**config.mk**
```make
export PLATFORM = sky130hd
export DESIGN_NAME = sipo_byte_deserializer_flat
export DESIGN_NICKNAME = d
export VERILOG_FILES = /design/src/rtl/sipo_byte_deserializer_pkg.sv /design/src/rtl/sipo_byte_deserializer_if.sv /design/src/rtl/sipo_byte_deserializer_hold.sv /design/src/rtl/sipo_byte_deserializer.sv /design/src/flat_wrapper.sv
export SDC_FILE = /design/constraint.sdc
export NUM_CORES = 1
export LEC_CHECK = 0
export CORE_ASPECT_RATIO = 1.1
export CORE_UTILIZATION = 50
export CTS_CLUSTER_SIZE = 20
export DETAILED_ROUTE_END_ITERATION = 8
export GPL_TIMING_DRIVEN = 0
export PLACE_DENSITY_LB_ADDON = 0.3
export SYNTH_ARGS = -nofsm -noshare
export SYNTH_HDL_FRONTEND = slang
export SYNTH_SLANG_ARGS = --single-unit
export TNS_END_PERCENT = 20
```
**constraint.sdc**
```tcl
create_clock -name clk -period 2.2 [get_ports clk]
set_input_delay 0.44 -clock clk [delete_from_list [all_inputs] [get_ports clk]]
set_output_delay 0.44 -clock clk [all_outputs]
set_load 0.05 [all_outputs]
```
**src/rtl/sipo_byte_deserializer_pkg.sv**
```systemverilog
// Shared sizing constants for the PISO / SIPO / framing family of blocks.
package sipo_byte_deserializer_pkg;

  localparam int WIDTH_DEF     = 8;
  localparam int CNT_W_DEF     = $clog2(WIDTH_DEF);
  localparam bit LSB_FIRST_DEF = 1'b1;

  // Counter width for a given word size; never narrower than one bit.
  function automatic int cnt_width(input int width);
    return (width <= 2) ? 1 : $clog2(width);
  endfunction

endpackage

```
**src/rtl/sipo_byte_deserializer_if.sv**
```systemverilog
// Parallel word output bus: valid/ready handshake carrying one assembled word.
interface sipo_byte_deserializer_if #(
  parameter int WIDTH = sipo_byte_deserializer_pkg::WIDTH_DEF
);
  logic [WIDTH-1:0] data_out;
  logic             data_valid;
  logic             data_ready;

  modport master (output data_out, output data_valid, input  data_ready);
  modport slave  (input  data_out, input  data_valid, output data_ready);
endinterface

```
**src/rtl/sipo_byte_deserializer_hold.sv**
```systemverilog
// One-word valid/ready holding register; drops a completing word that finds
// the register still occupied and flags it on the sticky overrun output.
module word_hold_reg
  import sipo_byte_deserializer_pkg::*;
#(
  parameter int WIDTH = WIDTH_DEF
) (
  input  logic                 clk,
  input  logic                 rst,
  input  logic                 i_load,
  input  logic [WIDTH-1:0]     i_word,
  input  logic                 ovr_clr,
  output logic                 overrun,
  sipo_byte_deserializer_if.master bus
);

  logic [WIDTH-1:0] r_data;
  logic             r_valid;
  logic             r_ovr;
  logic             w_xfer;
  logic             w_accept;
  logic             w_drop;

  assign w_xfer   = r_valid & bus.data_ready;
  // The register can take a new word if empty or emptying on this edge.
  assign w_accept = i_load & (~r_valid | bus.data_ready);
  assign w_drop   = i_load & r_valid & ~bus.data_ready;

  always_ff @(posedge clk) begin
    if (rst) begin
      r_data  <= '0;
      r_valid <= 1'b0;
    end else if (w_accept) begin
      r_data  <= i_word;
      r_valid <= 1'b1;
    end else if (w_xfer) begin
      r_valid <= 1'b0;
    end
  end

  // Set has priority over clear so a coincident drop is never lost.
  always_ff @(posedge clk) begin
    if (rst)          r_ovr <= 1'b0;
    else if (w_drop)  r_ovr <= 1'b1;
    else if (ovr_clr) r_ovr <= 1'b0;
  end

  assign bus.data_out   = r_data;
  assign bus.data_valid = r_valid;
  assign overrun        = r_ovr;

endmodule

```
**src/rtl/sipo_byte_deserializer.sv**
```systemverilog
// Serial-to-parallel receive stage: shifts in one bit per strobe, hands each
// WIDTH-bit word to a holding register, and realigns on sync.
module sipo_byte_deserializer
  import sipo_byte_deserializer_pkg::*;
#(
  parameter int WIDTH     = WIDTH_DEF,
  parameter bit LSB_FIRST = LSB_FIRST_DEF,
  localparam int CNT_W    = cnt_width(WIDTH)
) (
  input  logic             clk,
  input  logic             rst,
  input  logic             serial_in,
  input  logic             shift_in,
  input  logic             sync,
  input  logic             ovr_clr,
  output logic             overrun,
  output logic [CNT_W-1:0] bit_count,
  sipo_byte_deserializer_if.master bus
);

  logic [WIDTH-1:0] r_sr;
  logic [CNT_W-1:0] r_cnt;
  logic [WIDTH-1:0] w_src;
  logic [WIDTH-1:0] w_sr_next;
  logic             w_last;
  logic             w_complete;

  // A sync strobe starts a fresh word, so shift into an empty register.
  assign w_src = sync ? '0 : r_sr;

  generate
    if (LSB_FIRST) begin : g_lsb
      assign w_sr_next = {serial_in, w_src[WIDTH-1:1]};
    end else begin : g_msb
      assign w_sr_next = {w_src[WIDTH-2:0], serial_in};
    end
  endgenerate

  assign w_last     = (r_cnt == CNT_W'(WIDTH - 1));
  assign w_complete = shift_in & ~sync & w_last;

  always_ff @(posedge clk) begin
    if (rst) begin
      r_sr  <= '0;
      r_cnt <= '0;
    end else if (shift_in) begin
      r_sr <= w_sr_next;
      if (sync)        r_cnt <= CNT_W'(1);
      else if (w_last) r_cnt <= '0;
      else             r_cnt <= r_cnt + CNT_W'(1);
    end else if (sync) begin
      r_sr  <= '0;
      r_cnt <= '0;
    end
  end

  assign bit_count = r_cnt;

  word_hold_reg #(.WIDTH(WIDTH)) u_hold (
    .clk     (clk),
    .rst     (rst),
    .i_load  (w_complete),
    .i_word  (w_sr_next),
    .ovr_clr (ovr_clr),
    .overrun (overrun),
    .bus     (bus)
  );

endmodule

```
**src/flat_wrapper.sv**
```systemverilog
// flat-port wrapper written by rule: the top's interface ports become plain ports
module sipo_byte_deserializer_flat import sipo_byte_deserializer_pkg::*;
#(
  parameter int WIDTH     = WIDTH_DEF,
  parameter bit LSB_FIRST = LSB_FIRST_DEF,
  localparam int CNT_W    = cnt_width(WIDTH)
)
  (clk, rst, serial_in, shift_in, sync, ovr_clr, overrun, bit_count, bus_data_out, bus_data_valid, bus_data_ready);
  sipo_byte_deserializer_if #(.WIDTH(WIDTH)) bus_i ();
  input  logic clk;
  input  logic rst;
  input  logic serial_in;
  input  logic shift_in;
  input  logic sync;
  input  logic ovr_clr;
  output logic overrun;
  output logic [CNT_W-1:0] bit_count;
  output wire logic [$bits(bus_i.data_out)-1:0] bus_data_out;
  output wire logic [$bits(bus_i.data_valid)-1:0] bus_data_valid;
  input wire logic [$bits(bus_i.data_ready)-1:0] bus_data_ready;
  assign bus_data_out = bus_i.data_out;
  assign bus_data_valid = bus_i.data_valid;
  assign bus_i.data_ready = bus_data_ready;
  sipo_byte_deserializer #(.WIDTH(WIDTH), .LSB_FIRST(LSB_FIRST)) u_core (.clk(clk), .rst(rst), .serial_in(serial_in), .shift_in(shift_in), .sync(sync), .ovr_clr(ovr_clr), .overrun(overrun), .bit_count(bit_count), .bus(bus_i));
endmodule
```
==> flow_summary.json <==
{
  "status": "finished, final reports clean",
  "ctsResizeCount": 0,
  "cp-start-kind": "register",
  "syn_to_final_growth_pct": 30.5,
  "place.gp.congestion": 0.747,
  "critPathSlowestCell": "clkdlybuf4s50_1",
  "finalSetupViolCount": 0,
  "grt_pass1_vias": 582,
  "path_clk_slew_ns": 0.11,
  "hold_violations": 0,
  "grt-ovfl-total": 0,
  "fin_crit_sh": 0.894,
  "cp.required_ns": 1.76,
  "postCtsSetupBuffers": 0,
  "worstSetupPathType": "register to output pin",
  "die_w_um": 40.3,
  "grt_start_max_net_pins": 12,
  "placementRows": 14,
  "die-area_mm2": 0.00178,
  "tightest_slew_ns": 0.503,
  "regArea_um2": 400,
  "synthDistinctLibCells": 18,
  "yosysWarnings": 0,
  "rsz0062_at_grt": "no",
  "root_buffer": "clkbuf_4",
  "design_area_mm2": 0.00105,
  "drt-initial-drc-count": 19,
  "synth_fp_nets": 95,
  "finalClockSkew_ns": 0.00337,
  "die_h_um": 44.1,
  "path_max_fanout": 4,
  "slowest_delay_ns": 0.83,
  "tns_ns": 0,
  "cap_violations": 0,
  "drt_wl_total_um": 1600,
  "dpl_cell_area_mm2": 0.00102,
  "final_nets": 119,
  "power_density_mw_per_mm2": 592,
  "clk_path_buf_depth": 2,
  "hold_buffers": 0,
  "ir_drop_mv": 0.449,
  "dr.pass1.iters": 4,
  "insertion_delay_ns": 0.29,
  "drc": 0,
  "place.port_buffers": 19,
  "multi_input_area_um2": 379,
  "cts_tree": "built",
  "dp_hpwl_um": 1150,
  "layout_commonest_cell": "dfxtp_1",
  "grt_usage": 0.213,
  "synthesis.area_um2": 807,
  "p_total_w": 0.000624,
  "seq_area_frac_synth": 0.496,
  "timing.critical_path.arrival_ns": 1.53,
  "endpoint_kind": "output pin",
  "crit_chain": "clkdlybuf4s50_1",
  "grt_pass1_wl_um": 2580,
  "relSlewSlack": 0.664,
  "final_cell_mix": "dfxtp_1, clkdlybuf4s50_1, a21oi_1",
  "initial_core_util": 0.562,
  "cts_max_level": 1,
  "synthCells": 86,
  "cp_top_family": "buffers and inverters",
  "hold_class": "register to register",
  "antenna_found_initial": 0,
  "cts_buffers": 3,
  "diodes": 0,
  "ant_nets": 0,
  "syn_area_per_cell_um2": 9.38,
  "vias": 690,
  "io_pins": 20,
  "fin_crit_ns": 1.97,
  "via_per_inst": 5.52,
  "fillers": 120,
  "cts_sinks": 20,
  "drive_gt1_frac": 0.0642,
  "synth-seq-cells": 20,
  "p_leak_nw": 0.383,
  "core_area_mm2": 0.00144,
  "crit_buf_inv": 1,
  "slew_violations": 0,
  "wl_per_cell_um": 12.8,
  "timing.fmax_mhz": 508
}
Yosys cell counts:
cell type	n	area share
a21oi_1	13	0.081
and3b_1	1	0.011
buf_2	1	0.0062
buf_4	1	0.0093
clkbuf_1	4	0.019
dfxtp_1	20	0.50
ha_1	2	0.031
mux2i_1	7	0.087
nand2_1	1	0.0046
nand2b_1	2	0.016
nand3_1	1	0.0062
nand3b_1	2	0.019
nand4b_1	7	0.076
nor2_1	11	0.051
nor2b_1	2	0.016
nor3b_1	1	0.0093
o21ai_0	9	0.056
or2_2	1	0.0078
final cells by class:
class,instances,share of cell area
clock buffer,4,0.0344
buffer,6,0.0261
multi-input combinational,60,0.360
sequential,20,0.380
tap,16,0.0190
timing repair buffer,19,0.181
state kept, by name, indices dropped and copies added, names as in the netlist:
signal                        cells
u_core.u_hold.overrun             1
u_core.u_hold.bus.data_out        8
u_core.r_sr                       7
u_core.u_hold.bus.data_valid      1
u_core.bit_count                  3
worst register-to-register path: stages (launching register included):
cell and delay, ns:
dfxtp_1 0.40, ha_1 0.16, ha_1 0.19, nand3b_1 0.24, o21ai_0 0.23, a21oi_1 0.09
logic make-up after synthesis:
| kind of cell | synth area share |
|---|---|
| buffers and inverters | 0.0341 |
| and+or+nand+nor | 0.215 |
| DFF | 0.496 |
| muxes | 0.0868 |
| adders and majority gates | 0.0310 |
| AOI/OAI and AO/OA | 0.136 |
path summary, 6_finish.rpt:
kind	start	endpoint	slack, ns	cells after the start
worst min-delay path	u_core.u_hold.bus.data_out[2]	u_core.u_hold.bus.data_out[2]	0.48	2
worst max register to register	u_core.bit_count[0]	u_core.u_hold.bus.data_out[4]	0.76	5
worst min register to register	u_core.u_hold.bus.data_out[2]	u_core.u_hold.bus.data_out[2]	0.48	2
worst max-delay path	u_core.bit_count[0]	bit_count[0]	0.23	1
routing by layer:
metal / up-vias / part of all wire / global-route usage
li1: 350 / - / -
met4: 0 / 0.0056 / 0.100
met1: 323 / 0.48 / 0.261
met2: 15 / 0.49 / 0.345
met5: - / 0 / 0
met3: 2 / 0.031 / 0.0452
where the power goes:
group / switching [W] / internal [W]
Combinational: 0.0000242 / 0.0000231
Sequential: 0.00000265 / 0.000365
Clock: 0.000108 / 0.000101
Total: 0.000135 / 0.000489
metrics by stage:
stage                     hold WS [ns]  instances  setup slack [ns]   util
after floorplan                  0.460         86             0.570      -
after global placement           0.459        121             0.481  0.708
after detailed placement         0.465        121             0.469  0.708
after CTS                        0.481        125             0.228  0.733
after global routing             0.502        125             0.183  0.733
final                            0.480        125             0.233  0.733
Power figures use the tool's default switching activity.
